==> src/rtl/sdram_pkg.sv <==
// Shared widths, read-master state encoding and a byte-swap helper for the
// SDRAM frame reader.
package sdram_pkg;

  localparam int ADDR_W = 24;
  localparam int DATA_W = 16;

  typedef enum logic [1:0] {
    IDLE  = 2'd0,
    RUN   = 2'd1,
    DRAIN = 2'd2,
    FLUSH = 2'd3
  } rd_state_t;

  function automatic logic [DATA_W-1:0] byte_swap(input logic [DATA_W-1:0] w);
    return {w[7:0], w[15:8]};
  endfunction

endpackage

==> src/rtl/sdram_rd_fifo.sv <==
// Show-ahead pixel FIFO: head word is visible whenever not empty; synchronous
// clear has priority over read and write.
module sdram_rd_fifo #(
  parameter int DEPTH = 16,
  parameter int WIDTH = 16,
  localparam int PTR_W = $clog2(DEPTH),
  localparam int CNT_W = $clog2(DEPTH + 1)
) (
  input  logic             clk,
  input  logic             rst_n,
  input  logic             clr,
  input  logic             wr_en,
  input  logic [WIDTH-1:0] wr_data,
  input  logic             rd_en,
  output logic [WIDTH-1:0] rd_data,
  output logic [CNT_W-1:0] count,
  output logic             full,
  output logic             empty
);

  logic [WIDTH-1:0] mem_r [DEPTH];
  logic [PTR_W-1:0] wr_ptr_r;
  logic [PTR_W-1:0] rd_ptr_r;
  logic [CNT_W-1:0] cnt_r;
  logic             wr_ok_s;
  logic             rd_ok_s;

  // Qualify requests against the current fill level.
  always_comb begin
    wr_ok_s = wr_en & ~full;
    rd_ok_s = rd_en & ~empty;
  end

  assign full    = (cnt_r == CNT_W'(DEPTH));
  assign empty   = (cnt_r == {CNT_W{1'b0}});
  assign count   = cnt_r;
  assign rd_data = mem_r[rd_ptr_r];

  // Pointer and occupancy tracking; DEPTH is a power of two so pointers wrap naturally.
  always_ff @(posedge clk or negedge rst_n) begin
    if (!rst_n) begin
      wr_ptr_r <= {PTR_W{1'b0}};
      rd_ptr_r <= {PTR_W{1'b0}};
      cnt_r    <= {CNT_W{1'b0}};
    end else if (clr) begin
      wr_ptr_r <= {PTR_W{1'b0}};
      rd_ptr_r <= {PTR_W{1'b0}};
      cnt_r    <= {CNT_W{1'b0}};
    end else begin
      if (wr_ok_s) wr_ptr_r <= wr_ptr_r + PTR_W'(1);
      if (rd_ok_s) rd_ptr_r <= rd_ptr_r + PTR_W'(1);
      case ({wr_ok_s, rd_ok_s})
        2'b10:   cnt_r <= cnt_r + CNT_W'(1);
        2'b01:   cnt_r <= cnt_r - CNT_W'(1);
        default: cnt_r <= cnt_r;
      endcase
    end
  end

  // Storage array; contents are don't-care until written.
  always_ff @(posedge clk) begin
    if (wr_ok_s && !clr) mem_r[wr_ptr_r] <= wr_data;
  end

endmodule

==> src/rtl/sdram_frame_reader.sv <==
// Display-side SDRAM frame read master with credit-based flow control.
// Optional build macro SDRAM_RD_BYTE_SWAP_EN swaps the bytes of each output pixel.
module sdram_frame_reader
  import sdram_pkg::*;
#(
  parameter int                FRAME_PIXELS = 307200,
  parameter logic [ADDR_W-1:0] BASE_ADDR    = 24'h000000,
  parameter int                FIFO_DEPTH   = 16
) (
  input  logic              clk,
  input  logic              rst_n,
  input  logic              frame_start,
  input  logic              frame_abort,
  output logic [ADDR_W-1:0] avm_addr,
  output logic              avm_read_n,
  input  logic              avs_waitrequest,
  input  logic [DATA_W-1:0] avs_rddata,
  input  logic              avs_rddata_vld,
  output logic [DATA_W-1:0] pix_data,
  output logic              pix_vld,
  input  logic              pix_rdy,
  output logic              pix_last,
  output logic              frame_done,
  output logic              busy,
  output logic              err
);

  localparam int CNT_W = $clog2(FRAME_PIXELS + 1);
  localparam int OUT_W = $clog2(FIFO_DEPTH + 1);
  localparam int USE_W = OUT_W + 1;
  localparam logic [CNT_W-1:0] LAST_IDX  = CNT_W'(FRAME_PIXELS - 1);
  localparam logic [CNT_W-1:0] FRAME_CNT = CNT_W'(FRAME_PIXELS);
  localparam logic [USE_W-1:0] DEPTH_U   = USE_W'(FIFO_DEPTH);
  localparam logic [OUT_W-1:0] OUT_ZERO  = {OUT_W{1'b0}};

  rd_state_t         state_r;
  logic [ADDR_W-1:0] addr_r;
  logic              read_n_r;
  logic [CNT_W-1:0]  issue_cnt_r;
  logic [CNT_W-1:0]  pop_cnt_r;
  logic [OUT_W-1:0]  out_cnt_r;
  logic              err_r;

  logic              accept_s;
  logic              abort_s;
  logic              rd_ok_s;
  logic              fifo_wr_req_s;
  logic              fifo_wr_s;
  logic              pop_s;
  logic              last_pop_s;
  logic [CNT_W-1:0]  issue_nxt_s;
  logic [USE_W-1:0]  used_nxt_s;
  logic              can_issue_s;
  logic [OUT_W-1:0]  out_nxt_s;
  logic [OUT_W-1:0]  fifo_cnt_s;
  logic              fifo_full_s;
  logic              fifo_empty_s;
  logic [DATA_W-1:0] fifo_head_s;

  // Handshake decode and credit accounting for the next cycle.
  always_comb begin
    accept_s      = ~read_n_r & ~avs_waitrequest;
    abort_s       = frame_abort & ((state_r == RUN) | (state_r == DRAIN));
    rd_ok_s       = avs_rddata_vld & (out_cnt_r != OUT_ZERO);
    fifo_wr_req_s = rd_ok_s & ((state_r == RUN) | (state_r == DRAIN)) & ~abort_s;
    fifo_wr_s     = fifo_wr_req_s & ~fifo_full_s;
    pop_s         = ~fifo_empty_s & pix_rdy;
    last_pop_s    = pop_s & (pop_cnt_r == LAST_IDX) & (state_r == DRAIN);
    issue_nxt_s   = issue_cnt_r + CNT_W'(accept_s);
    // A slot is reserved from request acceptance until its pixel leaves the FIFO.
    used_nxt_s    = USE_W'(fifo_cnt_s) + USE_W'(out_cnt_r) + USE_W'(accept_s) - USE_W'(pop_s);
    can_issue_s   = (issue_nxt_s < FRAME_CNT) & (used_nxt_s < DEPTH_U);
    case ({accept_s, rd_ok_s})
      2'b10:   out_nxt_s = out_cnt_r + OUT_W'(1);
      2'b01:   out_nxt_s = out_cnt_r - OUT_W'(1);
      default: out_nxt_s = out_cnt_r;
    endcase
  end

  // Read-master FSM, address/counters and sticky error flag.
  always_ff @(posedge clk or negedge rst_n) begin
    if (!rst_n) begin
      state_r     <= IDLE;
      addr_r      <= BASE_ADDR;
      read_n_r    <= 1'b1;
      issue_cnt_r <= {CNT_W{1'b0}};
      pop_cnt_r   <= {CNT_W{1'b0}};
      out_cnt_r   <= OUT_ZERO;
      err_r       <= 1'b0;
    end else begin
      if (accept_s) begin
        addr_r      <= addr_r + ADDR_W'(1);
        issue_cnt_r <= issue_nxt_s;
      end
      out_cnt_r <= out_nxt_s;
      if (pop_s) pop_cnt_r <= pop_cnt_r + CNT_W'(1);
      if ((avs_rddata_vld && (out_cnt_r == OUT_ZERO)) || (fifo_wr_req_s && fifo_full_s))
        err_r <= 1'b1;

      case (state_r)
        IDLE: begin
          read_n_r <= 1'b1;
          if (frame_start) begin
            state_r     <= RUN;
            addr_r      <= BASE_ADDR;
            issue_cnt_r <= {CNT_W{1'b0}};
            pop_cnt_r   <= {CNT_W{1'b0}};
            out_cnt_r   <= OUT_ZERO;
            read_n_r    <= 1'b0;
          end
        end
        RUN: begin
          if (abort_s) begin
            state_r  <= FLUSH;
            read_n_r <= 1'b1;
          end else if (accept_s && (issue_cnt_r == LAST_IDX)) begin
            state_r  <= DRAIN;
            read_n_r <= 1'b1;
          end else if (!read_n_r && avs_waitrequest) begin
            read_n_r <= 1'b0;
          end else begin
            read_n_r <= ~can_issue_s;
          end
        end
        DRAIN: begin
          read_n_r <= 1'b1;
          if (abort_s) state_r <= FLUSH;
          else if (last_pop_s) state_r <= IDLE;
        end
        FLUSH: begin
          read_n_r <= 1'b1;
          if (out_cnt_r == OUT_ZERO) state_r <= IDLE;
        end
        default: begin
          state_r  <= IDLE;
          read_n_r <= 1'b1;
        end
      endcase
    end
  end

  sdram_rd_fifo #(
    .DEPTH (FIFO_DEPTH),
    .WIDTH (DATA_W)
  ) u_fifo (
    .clk     (clk),
    .rst_n   (rst_n),
    .clr     (abort_s),
    .wr_en   (fifo_wr_s),
    .wr_data (avs_rddata),
    .rd_en   (pop_s),
    .rd_data (fifo_head_s),
    .count   (fifo_cnt_s),
    .full    (fifo_full_s),
    .empty   (fifo_empty_s)
  );

  assign avm_addr   = addr_r;
  assign avm_read_n = read_n_r;
  assign pix_vld    = ~fifo_empty_s;
  assign pix_last   = ~fifo_empty_s & (pop_cnt_r == LAST_IDX);
  assign frame_done = last_pop_s;
  assign busy       = (state_r != IDLE);
  assign err        = err_r;

`ifdef SDRAM_RD_BYTE_SWAP_EN
  assign pix_data = byte_swap(fifo_head_s);
`else
  assign pix_data = fifo_head_s;
`endif

endmodule

==> config.mk <==
export PLATFORM = sky130hd
export DESIGN_NAME = sdram_frame_reader
export DESIGN_NICKNAME = d
export VERILOG_FILES = /design/src/rtl/sdram_pkg.sv /design/src/rtl/sdram_rd_fifo.sv /design/src/rtl/sdram_frame_reader.sv
export SDC_FILE = /design/constraint.sdc
export NUM_CORES = 1
export LEC_CHECK = 0
export ABC_AREA = 0
export CORE_MARGIN = 1.5
export CORE_UTILIZATION = 40
export DETAILED_ROUTE_END_ITERATION = 10
export GPL_TIMING_DRIVEN = 0
export MAX_ROUTING_LAYER = met4
export SLEW_MARGIN = 40
export SYNTH_ARGS = -nofsm -noshare
export SYNTH_HDL_FRONTEND = slang
export SYNTH_SLANG_ARGS = --single-unit
==> constraint.sdc <==
create_clock -name clk -period 8.6 [get_ports clk]
set_input_delay 1.72 -clock clk [delete_from_list [all_inputs] [get_ports clk]]
set_output_delay 1.72 -clock clk [all_outputs]
set_load 0.1 [all_outputs]
# Yosys cells after proc, flatten, opt, wreduce, memory -nomap -nowiden
# Memories as Yosys holds them, arrays and structs flattened.
# Index checks and enable logic that the tools add are counted.
[totals]
regBits = 84
ramBits = 256
output_inout_bits = 46
elab_cells = 109
n_memories = 1
[memory_table]
columns = ["memory", "depth", "width", "rd", "rd_ports_with_merged_regs", "wr", "line_no", "text"]
rows = [
  ["u_fifo.mem_r", 16, 16, 1, 0, 1, "sdram_rd_fifo.sv:21", "logic [WIDTH-1:0] mem_r [DEPTH];"],
]
[classes]
addsub = 12
magnitude_cmp = 2
n_eq_ne = 14
muxes = 32
bitwise = 20
n_reduce_logical = 18
[op_table]
columns = ["cell", "n"]
rows = [
  ["$mux 19", 6],
  ["$mux 24", 3],
  ["$eq 19x19->1 const B", 2],
  ["$add 24x1->24 const B", 1],
  ["$pmux 5 s2", 2],
  ["$add 19x1->19", 1],
  ["$add 19x1->19 const B", 1],
  ["$lt 19x19->1 const B", 1],
  ["$mux 4", 4],
  ["$mux 5", 3],
  ["$and 1x1->1", 13],
  ["$mux 2", 6],
  ["$add 5x1->5 const B", 2],
  ["$logic_not 5->1", 2],
  ["$sub 5x1->5 const B", 2],
  ["$add 4x1->4 const B", 2],
  ["$eq 2x2->1 const B", 4],
  ["$pmux 2 s4", 1],
  ["$add 5x5->6", 1],
  ["$add 6x1->6", 1],
  ["$eq 2x1->1 const B", 3],
  ["$lt 6x5->1 const B", 1],
  ["$mux 1", 6],
  ["$not 1->1", 6],
  ["16 further kinds", 24],
]

# Longest topological paths before layout
# Gate-level depths: netlist of run 1.
[depth]
ltp_word = 11
mapped_depth = 14
ltp_nobuf = 12

# Modules after synthesis
# From an unflattened synthesis of run 1, not the netlist that was laid out.
[hier_totals]
hier_cells = 911
area_unflattened_um2 = 14777.9
[modules_own_cells]
columns = ["mod", "n_inst", "cells_each", "area_each_um2", "seq_area_each_um2"]
rows = [
  ["sdram_rd_fifo", 1, 478, 10732.8, 8012.7],
  ["sdram_frame_reader", 1, 433, 4045.1, 1778.0],
]

# Worst setup path before layout of run 1
# Ideal clock, no wire load.
[synth_timing]
kind = "in2out"
from = "input port pix_rdy"
to = "output port frame_done"
arrival_time_ns = 4.984
slack_ns = 1.896
stages = 3
path_cell_list = "a21bo_2 -> buf_6 -> nor4_1"
[synth_via]
elab_chain_len = 3
[synth_rtl]
columns = ["item", "line_no", "text"]
rows = [
  ["from (decl)", "sdram_frame_reader.sv:21", "input logic pix_rdy,"],
  ["$and 1x1->1", "sdram_frame_reader.sv:67", "pop_s = ~fifo_empty_s & pix_rdy;"],
  ["$and 1x1->1 (2 in a row)", "sdram_frame_reader.sv:68", "last_pop_s = pop_s & (pop_cnt_r == LAST_IDX) & (state_r == DRAIN);"],
  ["to (decl)", "sdram_frame_reader.sv:23", "output logic frame_done,"],
]
# Every way passes these cells.

# Final worst setup path of run 1
# Same ends and word-level chain as after synthesis.

==> out/summary.txt, run 1 <==
part of the power in registers - 36.6%
slowest CP cell - buf_2
Hold WS - 0.456 ns
Post-Syn Nets - 958
top_reg_cell synth - edfxtp_1
First-pass DRT Iterations - 10
# DRC - 5
met2 Usage GRT - 28.5%
Place WS - 3.39 ns
TritonCTS Buffers - 37
final wirelength - 31,500 um
top-level port count - 69
min Tclk post-route - 5.22 ns
die area - 37,600 sq um
Nets - 1,099
Final Hold Viols - 0
cells taking the most area after synthesis - edfxtp_1, dfrtp_1, mux4_2, ha_1, xor2_1
H-tree lvl count - 2
final worst slack - 3.38 ns
sequential element share of the synthesized area - 67.2%
# setup viols final - 0
Synth Area in XOR/XNOR - 4.33%
clock buffer depth - 3
Most Crowded Layer GR - met2
CP Cell Sequence - clkdlybuf4s50_1, a21bo_2, buf_6, nor4_1, buf_2
Post-synth EDFFs - 256
cells after synthesis - 902
initial antenna violation count - 1
endpoint type of the worst setup path - primary output
Fin Setup TNS - 0 ns
maxcap violations - 0
postcts setup bufs - 0
cell with the most instances after synthesis - edfxtp_1
worst-path fanout max - 10
global router's overall resource usage - 17.6%
TritonCTS clock tree - done
status - finished, violations left
Mapped Avg Cell Area - 16.2 sq um
Hold WC Path Type - reg2reg
Synth area leader - edfxtp_1
Core ar. - 35,700 sq um
top cell type's share of synthesized area - 52.7%
clk slew on worst S/H paths - 0.06 ns
simple-gate share of the synthesized area - 8.58%
layout cells sized above 1 - 24.6%
Clock Sinks - 340
Max stage delay on crit path - 0.51 ns
I/O Buffers - 68
CP Launch Type - input port
LEAKAGE - 0.00627 uW
Max-slew headroom - 45.9%
initial DRC count - 537
Initial Utilization - 40.8%
GR Layer Usage met1 - 23.3%
clock network power share - 29.0%
Final Wtd Congestion - 0.784
async set or reset register ratio after synthesis - 24.7%
Final Skew - 0.0147 ns
Required @ worst endpoint - 6.88 ns
vias in the first global route - 8,418
clk_lat worst skew - 0.53 ns
failing checks - DRC
Routed WL per cell - 20.6 um
Worst Tran Pin Value - 0.812 ns
met3 usage - 2.85%
Comb pwr share - 34.4%
Int Power - 3380 uW
Mapped Area - 14,600 sq um
adder-cell share of the synthesized area - 2.94%
clock root buffer master - clkbuf_16
Worst VDD drop - 0.233 mV
total global routing overflow - 0
mux share of post-synthesis cell area - 12.6%
area growth from synthesis to layout - 17.8%
Yosys reg bits - 340
Synth Area in Compound Gates - 2.31%
top cells by count, synth - edfxtp_1, nor2_1, dfrtp_1
Placement Rows - 69
critical path data arrival time - 3.50 ns
post-DP HPWL - 20,600 um
largest family of logic cells by synthesized area - multiplexers
via/cell ratio - 5.29
via count - 8,091
die width - 194 um
Sw Share - 36.2%
switching power - 1920 uW
Netlist cell types - 53
largest net degree at the start of global routing - 60
post-CTS resize count - 0
P per Cell Area - 308 nW/um^2
crit path kind - in2out
maximum clock frequency - 0.192 GHz
unrepaired setup endpoints after global routing - false
fin. max-slew vios - 0
hold_buf cts - 0
period utilization - 60.7%
Final ANT Viol Nets - 0
Synth Warn # - 0
first-pass GRT wire length - 49,300 um
chip height - 194 um
critical path: cells and delay by family:
family / cells / cell delay (ns)
buffers and inverters: 3 / 1.15
AND/OR/NAND/NOR: 1 / 0.40
AO/OA/AOI/OAI: 1 / 0.23
layout make-up:
cell class | count | area (sq um)
repair buffers | 102 | 747
well taps | 461 | 577
clock inverters | 15 | 131
multi-input cells | 486 | 4560
clock buffers | 49 | 1050
plain buffers | 39 | 178
flip-flops and latches | 340 | 9790
diodes | 1 | 2.50
inverters | 37 | 139
fillers | 3062 | 18600
power by group through the flow:
| stage | registers [uW] | clock network, uW | logic, uW |
|---|---|---|---|
| CTS | 1940 | 1570 | 1850 |
| floorplan | 2030 | 0 | 1390 |
| global placement | 1970 | 0 | 1890 |
| global route | 1950 | 1630 | 1970 |
| finish | 1940 | 1540 | 1820 |
| detailed placement | 1970 | 0 | 1850 |
state kept, by name, indices dropped and copies added, names as in the netlist, 2 cells and up:
register,count
pop_cnt_r,19
issue_cnt_r,19
u_fifo.wr_ptr_r,4
state_r,2
u_fifo.rd_ptr_r,4
avm_addr,24
out_cnt_r,5
u_fifo.mem_r,256
u_fifo.count,5
worst paths after layout:
kind,start,to,slack (ns),cells past startpoint
setup / recovery,pix_rdy,frame_done,3.38,5
hold / removal,err,err,0.46,1
setup reg to reg,u_fifo.count[0],avm_read_n,5.56,14
hold reg to reg,err,err,0.46,1
max in group asynchronous,rst_n,avm_read_n,6.93,2
min in group asynchronous,rst_n,pop_cnt_r[13],1.06,1
through the flow:
step | cell area [sq um] | total power (uW) | instances | utilization, %
after CTS | 17200 | 5360 | 1529 | 48.0
after detailed placement | 16000 | 3820 | 1465 | 44.7
after floorplan | 14600 | 3420 | 902 | -
after global routing | 17200 | 5550 | 1530 | 48.1
after global placement | 15800 | 3860 | 1431 | 44.3
final | 17200 | 5300 | 1530 | 48.1
cells in the final DEF, fill, tap and decap left out, types with 5 or more instances in the layout:
master           instances
clkbuf_8                 6
a21o_1                   5
dfrtp_1                 83
clkbuf_16               38
ha_1                    31
inv_1                   36
and4_1                   6
xnor2_1                 25
nor2_1                  84
nand4_1                 23
clkdlybuf4s50_1         21
a21oi_1                 25
nor3_1                  12
nand2_1                 45
xor2_1                  44
or3_1                    6
clkbuf_2                 5
buf_4                   11
buf_2                   76
and3_1                  10
nand3_1                 20
mux4_2                  80
clkinv_2                 5
edfxtp_1               256
clkbuf_1                22
nor4_2                   5
o21ai_0                  7
logic make-up (layout without fill, tap and decap cells):
group,count (synthesis),in the layout
buffers and inverters,76,242
AND/OR/NAND/NOR,247,247
other,0,1
adder cells (fa/ha/maj),33,33
multiplexers,83,83
XOR/XNOR,70,70
AO/OA/AOI/OAI,53,53
flip-flops,340,340
metal layers:
metal	wire, um	vias up
li1	-	3726
met1	14100	4112
met2	15300	201
met4	665	0
met5	0	-
met3	1440	52
Note: power is estimated with default switching activity, not from simulation.
==> inputs of run 2 (changes only) <==
Clock period 8.6 ns to 4.3 ns, I/O delays scaled along.
==> out/summary.txt, run 2 (synthesis gave the netlist of run 1 again) <==
status - finished, violations left
failing checks - DRC
Placement Rows - 69
via count - 8,093
Final Util - 48.2%
Required @ worst endpoint - 3.44 ns
Nets - 1,100
hold_buf cts - 0
vias in the first global route - 8,358
Final Wtd Congestion - 0.764
initial antenna violation count - 0
first-pass GRT wire length - 49,500 um
die width - 194 um
Post-DP Area - 16,000 sq um
total global routing overflow - 0
fin. max-slew vios - 0
global router's overall resource usage - 17.8%
TritonCTS clock tree - done
# setup viols final - 0
Max-slew headroom - 48.6%
post-DP HPWL - 20,700 um
I/O Buffers - 68
Final Hold Viols - 0
unrepaired setup endpoints after global routing - false
Final Skew - 0.0189 ns
clock network power share - 29.6%
Int Power - 6850 uW
part of the power in registers - 36.2%
sequential cell area - 9790 sq um
switching power - 3860 uW
initial DRC count - 650
layout cells sized above 1 - 24.6%
crit path kind - reg2out
design area - 17,200 sq um
endpoint type of the worst setup path - primary output
min Tclk post-route - 4.10 ns
area growth from synthesis to layout - 18.2%
die area - 37,600 sq um
final wirelength - 31,800 um
Final ANT Viol Nets - 0
Filler cells - 3,056
Hold WC Path Type - in2async
# DRC - 8
Multi-input gate area - 4570 sq um
Worst Tran Pin Value - 0.770 ns
Diodes inserted - 0
max FFs per register - 256
Sw Share - 36.1%
Post-Route M1 WL - 14,200 um
met3 WL post-DR - 1460 um
P per Cell Area - 622 nW/um^2
commonest non-fill, non-tap cells in the layout - edfxtp_1, nor2_1, dfrtp_1
CP Launch Type - register
critical path data arrival time - 3.24 ns
clk_lat worst skew - 0.54 ns
register with the most flip-flops - u_fifo.mem_r
top-level port count - 69
Clock Sinks - 340
via/cell ratio - 5.28
Routed WL per cell - 20.7 um
TritonCTS Buffers - 37
Worst VDD drop - 0.417 mV
period utilization - 95.3%
clock buffer depth - 3
Hold WS - 0.257 ns
largest net degree at the start of global routing - 47
clk slew on worst S/H paths - 0.06 ns
uppermost layer routed - met4
LEAKAGE - 0.00629 uW
Core ar. - 35,700 sq um
Initial Utilization - 40.8%
maxcap violations - 0
maximum clock frequency - 0.244 GHz
Total Power - 10,700 uW
First-pass DRT Iterations - 7
routed length on met2 - 15,600 um
Comb pwr share - 34.3%
worst-path fanout max - 10
chip height - 194 um
clock root buffer master - clkbuf_16
most common cell after layout, fill and taps aside - edfxtp_1
H-tree lvl count - 2
[run 2: layout make-up]
cell class	count	share of cell area [%]
Buffer	39	1.05
Clock buffer	55	6.06
Clock inverter	12	0.951
Inverter	37	0.806
Multi-Input combinational cell	486	26.5
Sequential cell	340	56.8
Tap cell	461	3.35
Timing Repair Buffer	103	4.41
[run 2: through the flow]
| stage | TNS (ns) | std cells | setup slack, ns |
|---|---|---|---|
| after floorplan | 0 | 902 | 0.486 |
| after global placement | -242.21 | 1431 | -1.47 |
| after detailed placement | 0 | 1466 | 0.453 |
| after CTS | 0 | 1533 | 0.166 |
| after global routing | 0 | 1533 | 0.0576 |
| final | 0 | 1533 | 0.201 |
[run 2: path summary, 6_finish.rpt]
check | slack, ns | cells past startpoint | from | endpoint
max in group asynchronous | 3.43 | 2 | rst_n | avm_read_n
max reg2reg | 1.20 | 14 | u_fifo.count[0] | avm_read_n
max | 0.20 | 5 | u_fifo.rd_ptr_r[1] | pix_data[13]
min in group clk | 0.50 | 1 | err | err
min | 0.26 | 1 | rst_n | avm_addr[10]
min reg2reg | 0.50 | 1 | err | err
[run 2: power by group through the flow]
stage | sequential [uW] | combinational [uW] | clock [uW]
final | 3870 | 3670 | 3170
after global routing | 3900 | 3960 | 3360
after CTS | 3870 | 3730 | 3220
after detailed placement | 3940 | 3710 | 0
after global placement | 3940 | 3770 | 0
after floorplan | 4060 | 2790 | 0
[run 2: metal layers]
layer | global-route usage (%) | vias up
met5 | - | -
met4 | 4.43 | 0
met3 | 2.87 | 47
met2 | 29.1 | 196
met1 | 23.5 | 4125
li1 | - | 3725
[run 2: repair_timing]
item | in CTS | in global routing
buffers inserted | 0 | 0
resized for setup | 3 | 0
setup endpoints to repair | 16 | 0
[run 2: worst max-delay path, cell delays in order (launching register included)]
cell	delay [ns]
dfrtp_1	0.39
clkbuf_1	0.61
clkbuf_2	0.49
mux4_2	0.37
mux4_2	0.53
buf_2	0.32
==> inputs of run 3 (changes only) <==
Settings changed: CAP_MARGIN set to 5, SLEW_MARGIN 40 to 20.
==> out/summary.txt, run 3 (synthesis gave the netlist of run 1 again) <==
most common cell after layout, fill and taps aside - edfxtp_1
Hold WS - 0.148 ns
# setup viols final - 0
final worst slack - 0.0736 ns
via count - 7,962
endpoint type of the worst setup path - primary output
TritonCTS Buffers - 37
Core ar. - 35,700 sq um
largest net degree at the start of global routing - 75
final wirelength - 31,800 um
TritonCTS clock tree - done
Max-slew headroom - 33.6%
Initial Utilization - 40.8%
Final Skew - 0.0147 ns
vias in the first global route - 8,269
Worst Tran Pin Value - 0.993 ns
critical path data arrival time - 3.37 ns
commonest non-fill, non-tap cells in the layout - edfxtp_1, nor2_1, dfrtp_1
Finished Layout Cells - 1,522
global router's overall resource usage - 17.7%
via/cell ratio - 5.23
worst-path fanout max - 10
placed insts - 1,452
layout cells sized above 1 - 19.4%
Hold WC Path Type - in2async
max FFs per register - 256
period utilization - 98.3%
crit path kind - reg2out
Worst VDD drop - 0.434 mV
hold_buf cts - 0
fin. max-slew vios - 0
clk slew on worst S/H paths - 0.06 ns
clk_lat worst skew - 0.53 ns
maximum clock frequency - 0.237 GHz
Final ANT Viol Nets - 0
H-tree lvl count - 2
failing checks - DRC
P per Cell Area - 621 nW/um^2
Routed WL per cell - 20.9 um
post-DP HPWL - 20,100 um
LEAKAGE - 0.00622 uW
maxcap violations - 0
Place WS - -0.213 ns
Nets - 1,087
clock buffer depth - 3
postcts setup bufs - 0
I/O Buffers - 68
status - finished, violations left
first-pass GRT wire length - 49,100 um
top-level port count - 69
First-pass DRT Iterations - 8
min Tclk post-route - 4.23 ns
Final Util - 48.5%
die width - 194 um
Placement Rows - 69
Required @ worst endpoint - 3.44 ns
area growth from synthesis to layout - 19.0%
initial DRC count - 600
CP Launch Type - register
total global routing overflow - 0
clock root buffer master - clkbuf_16
register with the most flip-flops - u_fifo.mem_r
Clock Sinks - 340
chip height - 194 um
initial antenna violation count - 0
Final Wtd Congestion - 0.764
Fin Setup TNS - 0 ns
Final Hold Viols - 0
die area - 37,600 sq um
# DRC - 16
==> run 3: area by class of cell <==
type	instances	area (sq um)
Fill cell	3078	18400
Sequential cell	340	9790
Multi-Input combinational cell	486	4570
Clock buffer	44	973
Timing Repair Buffer	90	853
Tap cell	461	577
Clock inverter	24	250
Buffer	39	194
Inverter	37	139
Antenna cell	1	2.50
==> run 3: final timing paths <==
path                                    startpoint             endpoint  slack, ns  cells past startpoint
worst min register to register                 err                  err       0.51                      1
worst max-delay path            u_fifo.rd_ptr_r[3]         pix_data[13]       0.07                      4
min in group clk                               err                  err       0.51                      1
worst max register to register          state_r[0]  u_fifo.mem_r[7][11]       1.19                      9
worst min-delay path                         rst_n         pop_cnt_r[7]       0.15                      1
max in group asynchronous                    rst_n           avm_read_n       3.55                      2
==> run 3: critical path, stage by stage, from the launching register on <==
cell and delay, ns:
dfrtp_1 0.32, buf_1 0.52, clkbuf_1 0.73, mux4_2 0.39, dlygate4sd2_1 0.87
==> run 3: repair_timing <==
action / 4_1_cts / 5_1_grt
endpoints found under the setup margin: 16 / 3
pin swaps: 0 / 0
gates resized for setup: 25 / 3
==> run 3: power by group <==
group          internal (uW)  switching (uW)  total, uW
clock                   1880            1300       3180
combinational           1310            2410       3730
sequential              3720             158       3880
total                   6910            3870      10800
==> run 3: stage by stage <==
step                      power (uW)  cell area [sq um]
after global placement          7710              15800
after CTS                      10900              17300
after global routing           11300              17300
after detailed placement        7780              16100
after floorplan                 6840              14600
final                          10800              17300
==> run 3: routing by layer <==
metal / vias up / part of all wire (%) / global-route usage [%]
met2: 180 / 49 / 28.7
met1: 4035 / 45 / 23.3
li1: 3699 / - / -
met4: 0 / 1.9 / 4.60
met5: - / 0 / -
met3: 48 / 4.2 / 2.77
